--- src/rtl/axi_lite_master.sv ---
// Single-outstanding AXI4-Lite master: one command in, one AXI read or write
// out, one response back, with a per-phase timeout abort.
module axi_lite_master #(
  parameter int unsigned TIMEOUT    = 1024,
  parameter bit          ADDR_ALIGN = 1'b1
) (
  input  logic        clk,
  input  logic        rst,
  input  logic        cmd_valid,
  output logic        cmd_ready,
  input  logic        cmd_write,
  input  logic [31:0] cmd_addr,
  input  logic [31:0] cmd_wdata,
  output logic        rsp_valid,
  input  logic        rsp_ready,
  output logic [31:0] rsp_rdata,
  output logic        rsp_write,
  output logic [1:0]  rsp_err,
  output logic [31:0] axi_araddr,
  output logic        axi_arvalid,
  input  logic        axi_arready,
  input  logic [31:0] axi_rdata,
  input  logic        axi_rvalid,
  output logic        axi_rready,
  output logic [31:0] axi_awaddr,
  output logic        axi_awvalid,
  input  logic        axi_awready,
  output logic [31:0] axi_wdata,
  output logic        axi_wvalid,
  input  logic        axi_wready,
  input  logic        b_valid,
  output logic        b_ready,
  input  logic [1:0]  b_response
);

  typedef enum logic [2:0] {
    IDLE, RD_ADDR, RD_DATA, WR_REQ, WR_RESP, RESP
  } state_t;

  state_t      state, state_next;
  logic [31:0] addr_q, wdata_q, cnt, addr_out;
  logic        write_q, aw_done, w_done, started;
  logic        accept, ar_hs, r_hs, aw_hs, w_hs, b_hs, aw_fin, w_fin;
  logic        waiting, tmo_hit, tmo_abort;

  assign addr_out    = ADDR_ALIGN ? {addr_q[31:2], 2'b00} : addr_q;
  assign axi_araddr  = addr_out;
  assign axi_awaddr  = addr_out;
  assign axi_wdata   = wdata_q;
  assign rsp_write   = write_q;

  // started keeps cmd_ready low until the first edge after reset release
  assign cmd_ready   = started && (state == IDLE);
  assign axi_arvalid = (state == RD_ADDR);
  assign axi_rready  = (state == RD_DATA);
  assign axi_awvalid = (state == WR_REQ) && !aw_done;
  assign axi_wvalid  = (state == WR_REQ) && !w_done;
  assign b_ready     = (state == WR_RESP);
  assign rsp_valid   = (state == RESP);

  assign accept  = cmd_valid && cmd_ready;
  assign ar_hs   = axi_arvalid && axi_arready;
  assign r_hs    = axi_rready && axi_rvalid;
  assign aw_hs   = axi_awvalid && axi_awready;
  assign w_hs    = axi_wvalid && axi_wready;
  assign b_hs    = b_ready && b_valid;
  assign aw_fin  = aw_done || aw_hs;
  assign w_fin   = w_done || w_hs;
  assign waiting = (state == RD_ADDR) || (state == RD_DATA) ||
                   (state == WR_REQ)  || (state == WR_RESP);
  assign tmo_hit = (TIMEOUT != 0) && (cnt == TIMEOUT - 1);

  always_ff @(posedge clk or posedge rst) begin
    if (rst) state <= IDLE;
    else     state <= state_next;
  end

  // a completing handshake is checked before the timeout so it always wins
  always_comb begin
    state_next = state;
    tmo_abort  = 1'b0;
    case (state)
      IDLE:    if (accept) state_next = cmd_write ? WR_REQ : RD_ADDR;
      RD_ADDR: if (ar_hs) state_next = RD_DATA;
               else if (tmo_hit) begin state_next = RESP; tmo_abort = 1'b1; end
      RD_DATA: if (r_hs) state_next = RESP;
               else if (tmo_hit) begin state_next = RESP; tmo_abort = 1'b1; end
      WR_REQ:  if (aw_fin && w_fin) state_next = WR_RESP;
               else if (tmo_hit) begin state_next = RESP; tmo_abort = 1'b1; end
      WR_RESP: if (b_hs) state_next = RESP;
               else if (tmo_hit) begin state_next = RESP; tmo_abort = 1'b1; end
      RESP:    if (rsp_ready) state_next = IDLE;
      default: state_next = IDLE;
    endcase
  end

  always_ff @(posedge clk or posedge rst) begin
    if (rst) begin
      started   <= 1'b0;
      addr_q    <= '0;
      wdata_q   <= '0;
      write_q   <= 1'b0;
      aw_done   <= 1'b0;
      w_done    <= 1'b0;
      cnt       <= '0;
      rsp_rdata <= '0;
      rsp_err   <= 2'b00;
    end else begin
      started <= 1'b1;
      if (state_next != state) cnt <= '0;
      else if (waiting)        cnt <= cnt + 32'd1;

      if (accept) begin
        addr_q    <= cmd_addr;
        wdata_q   <= cmd_wdata;
        write_q   <= cmd_write;
        aw_done   <= 1'b0;
        w_done    <= 1'b0;
        rsp_rdata <= '0;
        rsp_err   <= 2'b00;
      end
      if (aw_hs) aw_done <= 1'b1;
      if (w_hs)  w_done  <= 1'b1;

      if (tmo_abort) rsp_err <= 2'b11;
      else if (r_hs) begin
        rsp_rdata <= axi_rdata;
        rsp_err   <= 2'b00;
      end else if (b_hs) begin
        rsp_err <= (b_response != 2'b00) ? 2'b10 : 2'b00;
      end
    end
  end

endmodule

--- config.mk ---
export PLATFORM = sky130hd
export DESIGN_NAME = axi_lite_master
export DESIGN_NICKNAME = d
export VERILOG_FILES = /design/src/rtl/axi_lite_master.sv
export SDC_FILE = /design/constraint.sdc
export NUM_CORES = 1
export LEC_CHECK = 0
export CAP_MARGIN = 20
export CELL_PAD_IN_SITES_DETAIL_PLACEMENT = 1
export CELL_PAD_IN_SITES_GLOBAL_PLACEMENT = 1
export CORE_MARGIN = 3
export CORE_UTILIZATION = 34
export CTS_CLUSTER_SIZE = 25
export DETAILED_ROUTE_END_ITERATION = 10
export HOLD_SLACK_MARGIN = 0.1
export PLACE_DENSITY = 0.91
export RECOVER_POWER = 100
export SLEW_MARGIN = 0
export SYNTH_ARGS = -nofsm -noshare
export SYNTH_HDL_FRONTEND = slang
export SYNTH_SLANG_ARGS = --single-unit
--- constraint.sdc ---
create_clock -name clk -period 9 [get_ports clk]
set_clock_uncertainty 0.15 [all_clocks]
set_input_delay 2.7 -clock clk [delete_from_list [all_inputs] [get_ports clk]]
set_output_delay 2.7 -clock clk [all_outputs]
set_load 0.005 [all_outputs]
==> metrics.sh <==
HOLD_VIOL_FINAL=0
GPL.FINAL_WEIGHTED_CONGESTION=0.789
SYNTH_ENABLE_FLOP_CELLS=0
SW_SHARE_PCT=34.2
DRT_FIRST_ITER_VIOLATIONS=201
CTS_MAX_PATH_BUFFERS=2
DIE_AREA_MM2=0.0202
CTS-ROOT-BUF='sky130_fd_sc_hd__clkbuf_16'
SYNTHTOPCELLSBYAREA='sky130_fd_sc_hd__dfrtp_1, sky130_fd_sc_hd__nand2_1, sky130_fd_sc_hd__buf_4'
SHARE_CLK_OF_TOTAL_POWER_PCT=26.0
CTS_TREE='yes'
VIAS=5653
P_TOTAL_uW=2660
POSTCTSSETUPBUFFERS=0
ROWS=49
WORST_SKEW_PAIR.LATE_LATENCY_PS=420
YOSYS.AREA.TOP_TYPE='sky130_fd_sc_hd__dfrtp_1'
HOLD_PATH.CLASS='flip-flop to flip-flop'
POSTSYNTHCELLCOUNT=708
POWER_LEAKAGE_uW=0.00430
TRITONCTS.NUM_BUFFERS=17
END_KIND='flip-flop'
INTERNAL_POWER_uW=1750
CTSHOLDBUFFERS=0
CP_MAX_FO=65
START_UTIL_PCT=34.8
TOP_COUNT_CELL_POST_SYNTH='sky130_fd_sc_hd__nand2_1'
FINALSETUPVIOLATIONS=0
SYNTH_LARGEST_TYPE_AREA_FRACTION_PCT=53.7
FLOP_AND_LATCH_COUNT_OUT_OF_SYNTHESIS=135
PORT_BUFFERS=239
SETUP_TNS_PS=0
AREAGROWTHSYNTHTOFINISH_PCT=45.6
POST_CTS.RESIZED_INSTANCES=0
NETS=1011
CTS_MAX_LEVEL=4
GRT_FIRST_PASS_WIRELENGTH_UM=32900
TIMING.FINAL.CRIT_SHARE_PCT=69.5
DETAIL_ROUTE.FIRST_PASS.ITERATIONS=4
CP_DATA_ARRIVAL_TIME_PS=6420
POWER.DENSITY_CELL_AREA_mW_PER_MM2=290
CLKSINKCOUNT=135
SWITCHING_POWER_uW=911
POST_SYNTH_INSTANCE_AREA_MM2=0.00629
TIMING.CRITICAL_PATH.FROM_TYPE='input port'
CP.REQUIRED_PS=9160
GRT_OVERFLOW_TOTAL=0
DRV_SLEW=211
HEIGHT_OF_THE_CHIP_UM=142
INITIAL_ANTENNA_VIOLATION_COUNT=2
BOUNDARYPINS=246
HOLD_SLACK_PS=317
WL_PER_CELL_UM=18.2
DRCVIOLATIONCOUNT=0
FINAL_LAYOUT_SIZE_SUFFIX_GT1_SHARE_PCT=5.14
CLKSLEWWORSTSETUPHOLDPATHS_PS=60
DETAILEDPLACEMENTHPWL_UM=14800
FILLERS=2087
GLOBAL_ROUTE.USAGE.TOTAL_PCT=20.6
TIMING.FMAX_MHz=160
POST_SYNTHESIS_CELL_TYPE_COUNT=55
CORE_REGION_MM2=0.0181
RUN_STATUS='finished with violations'
SYNTH-MAIN-FF-CELL='sky130_fd_sc_hd__dfrtp_1'
SYNTH_AREA_PER_CELL_UM2=8.89
FIRST_GLOBAL_VIAS=6034
MAX_SLEW_HEADROOM_AT_THE_WORST_PIN_PCT=-136
SEQPWRFRAC_PCT=37.0
PERIOD_MINUS_SLACK_PS=6260
ANT_NETS_AFTER_ROUTE=0
VIASPERCELL=4.93
MAX-VDD-IR-DROP_V=0.000138
FAILED_CHECKS='max-capacitance violations, max-slew violations'
COMBPWRFRAC_PCT=37.0
YOSYSWARNINGCOUNT=0
DIE_WIDTH_UM=142
TIMING_WORST_SETUP_PATH_TYPE='input port to flip-flop'
YS_TOP_CELLS_BY_COUNT='sky130_fd_sc_hd__nand2_1, sky130_fd_sc_hd__dfrtp_1, sky130_fd_sc_hd__nor2_1, sky130_fd_sc_hd__o21ai_0, sky130_fd_sc_hd__buf_4'
WORST_SLEW_PIN_SLEW_PS=3520
DRT_WL_TOTAL_UM=20800
GRT_START_MAX_NET_PINS=79
SETUP_REPAIR_AFTER_GLOBAL_ROUTING_MISSED_ITS_MARGIN='no'
SYNTH-ASYNC-RESET-RATIO_PCT=100
CAP_VIOLATIONS=3
SYNTH_SEQ_AREA_SHARE_PCT=53.7
-- placed cells by master, fill, tap and decap left out, drive strengths merged, types with 8 or more instances in the layout --
cell type | Yosys | final
nand3 | 13 | 13
nand2 | 267 | 267
nand4 | 11 | 11
o21ai | 42 | 42
dfrtp | 135 | 135
xnor2 | 17 | 17
inv | 7 | 13
xor2 | 12 | 12
nor2 | 46 | 46
dlygate4sd3 | 0 | 136
clkdlybuf4s50 | 0 | 103
clkbuf | 25 | 21
nor3 | 8 | 8
-- final timing paths --
check                           slack, ps  cells past startpoint                   endpoint                      start
worst max-delay path                 2740                      5     rsp_err[1]$_DFFE_PP0P_                  cmd_valid
worst min-delay path                  320                      2  axi_wdata[13]$_DFFE_PP0P_  axi_wdata[13]$_DFFE_PP0P_
worst max register to register       4450                      5  axi_wdata[24]$_DFFE_PP0P_         state[0]$_DFF_PP0_
worst min register to register        320                      2  axi_wdata[13]$_DFFE_PP0P_  axi_wdata[13]$_DFFE_PP0P_
max in group asynchronous            3120                      3        cnt[16]$_DFFE_PP0P_                        rst
min in group asynchronous            3620                      2     rsp_rdata[2]$_DFF_PP0_                        rst
-- area by class of cell --
class                           count  area [um^2]  share of cell area, %
Sequential cell                   135         3380                   36.9
Inverter                            7         27.5                  0.300
Antenna cell                        2         5.00                 0.0546
Timing Repair Buffer              243         2410                   26.3
Clock inverter                     13          133                   1.45
Multi-Input combinational cell    498         2470                   26.9
Tap cell                          229          287                   3.13
Clock buffer                       19          453                   4.94
-- flip-flops by register name, summed over array words and instances, names as in the netlist, 2 cells and up --
signal	count
rsp_rdata	32
rsp_err	2
state	3
axi_wdata	32
cnt	32
addr_q	30
-- metal layers --
metal	global-route usage (%)	share of wire, %	up-vias
li1	-	-	2658
met1	22.7	38	2766
met2	38.1	54	180
met3	4.50	4.8	49
met4	8.79	3.6	0
met5	0	0	-
-- per-stage QoR --
stage / instance area, um^2 / setup WS (ps) / instances / util (%)
after floorplan: 6300 / 2540 / 711 / -
after global placement: 8610 / 3990 / 1112 / 47.6
after detailed placement: 8610 / 3940 / 1112 / 47.6
after CTS: 9200 / 3740 / 1144 / 50.9
after global routing: 9170 / 2280 / 1146 / 50.7
final: 9170 / 2740 / 1146 / 50.7
-- critical path, cell delays in order --
cell                            delay [ps]
sky130_fd_sc_hd__dlygate4sd3_1         620
sky130_fd_sc_hd__nand2_4               310
sky130_fd_sc_hd__clkbuf_1             2070
sky130_fd_sc_hd__a22oi_1               310
sky130_fd_sc_hd__o31ai_1               340
-- cell families (layout without fill, tap and decap cells) --
family / after synthesis / count (layout) / share of synthesized area [%]
and+or+nand+nor: 394 / 394 / 28.1
DFF: 135 / 135 / 53.7
buffers and inverters: 78 / 282 / 7.26
AOI/OAI and AO/OA: 67 / 67 / 6.34
xor gates and xnor gates: 29 / 29 / 4.04
other: 2 / 7 / 0.119
muxes: 2 / 2 / 0.318
adders and majority gates: 1 / 1 / 0.199
-- power by group through the flow --
stage	Sequential [uW]	Clock, uW	Combinational [uW]
global placement	986	0	1060
finish	986	691	985
CTS	1000	707	1110
floorplan	974	0	480
global route	1020	737	1090
detailed placement	1010	0	1100
Note: power is estimated with default switching activity, not from simulation.
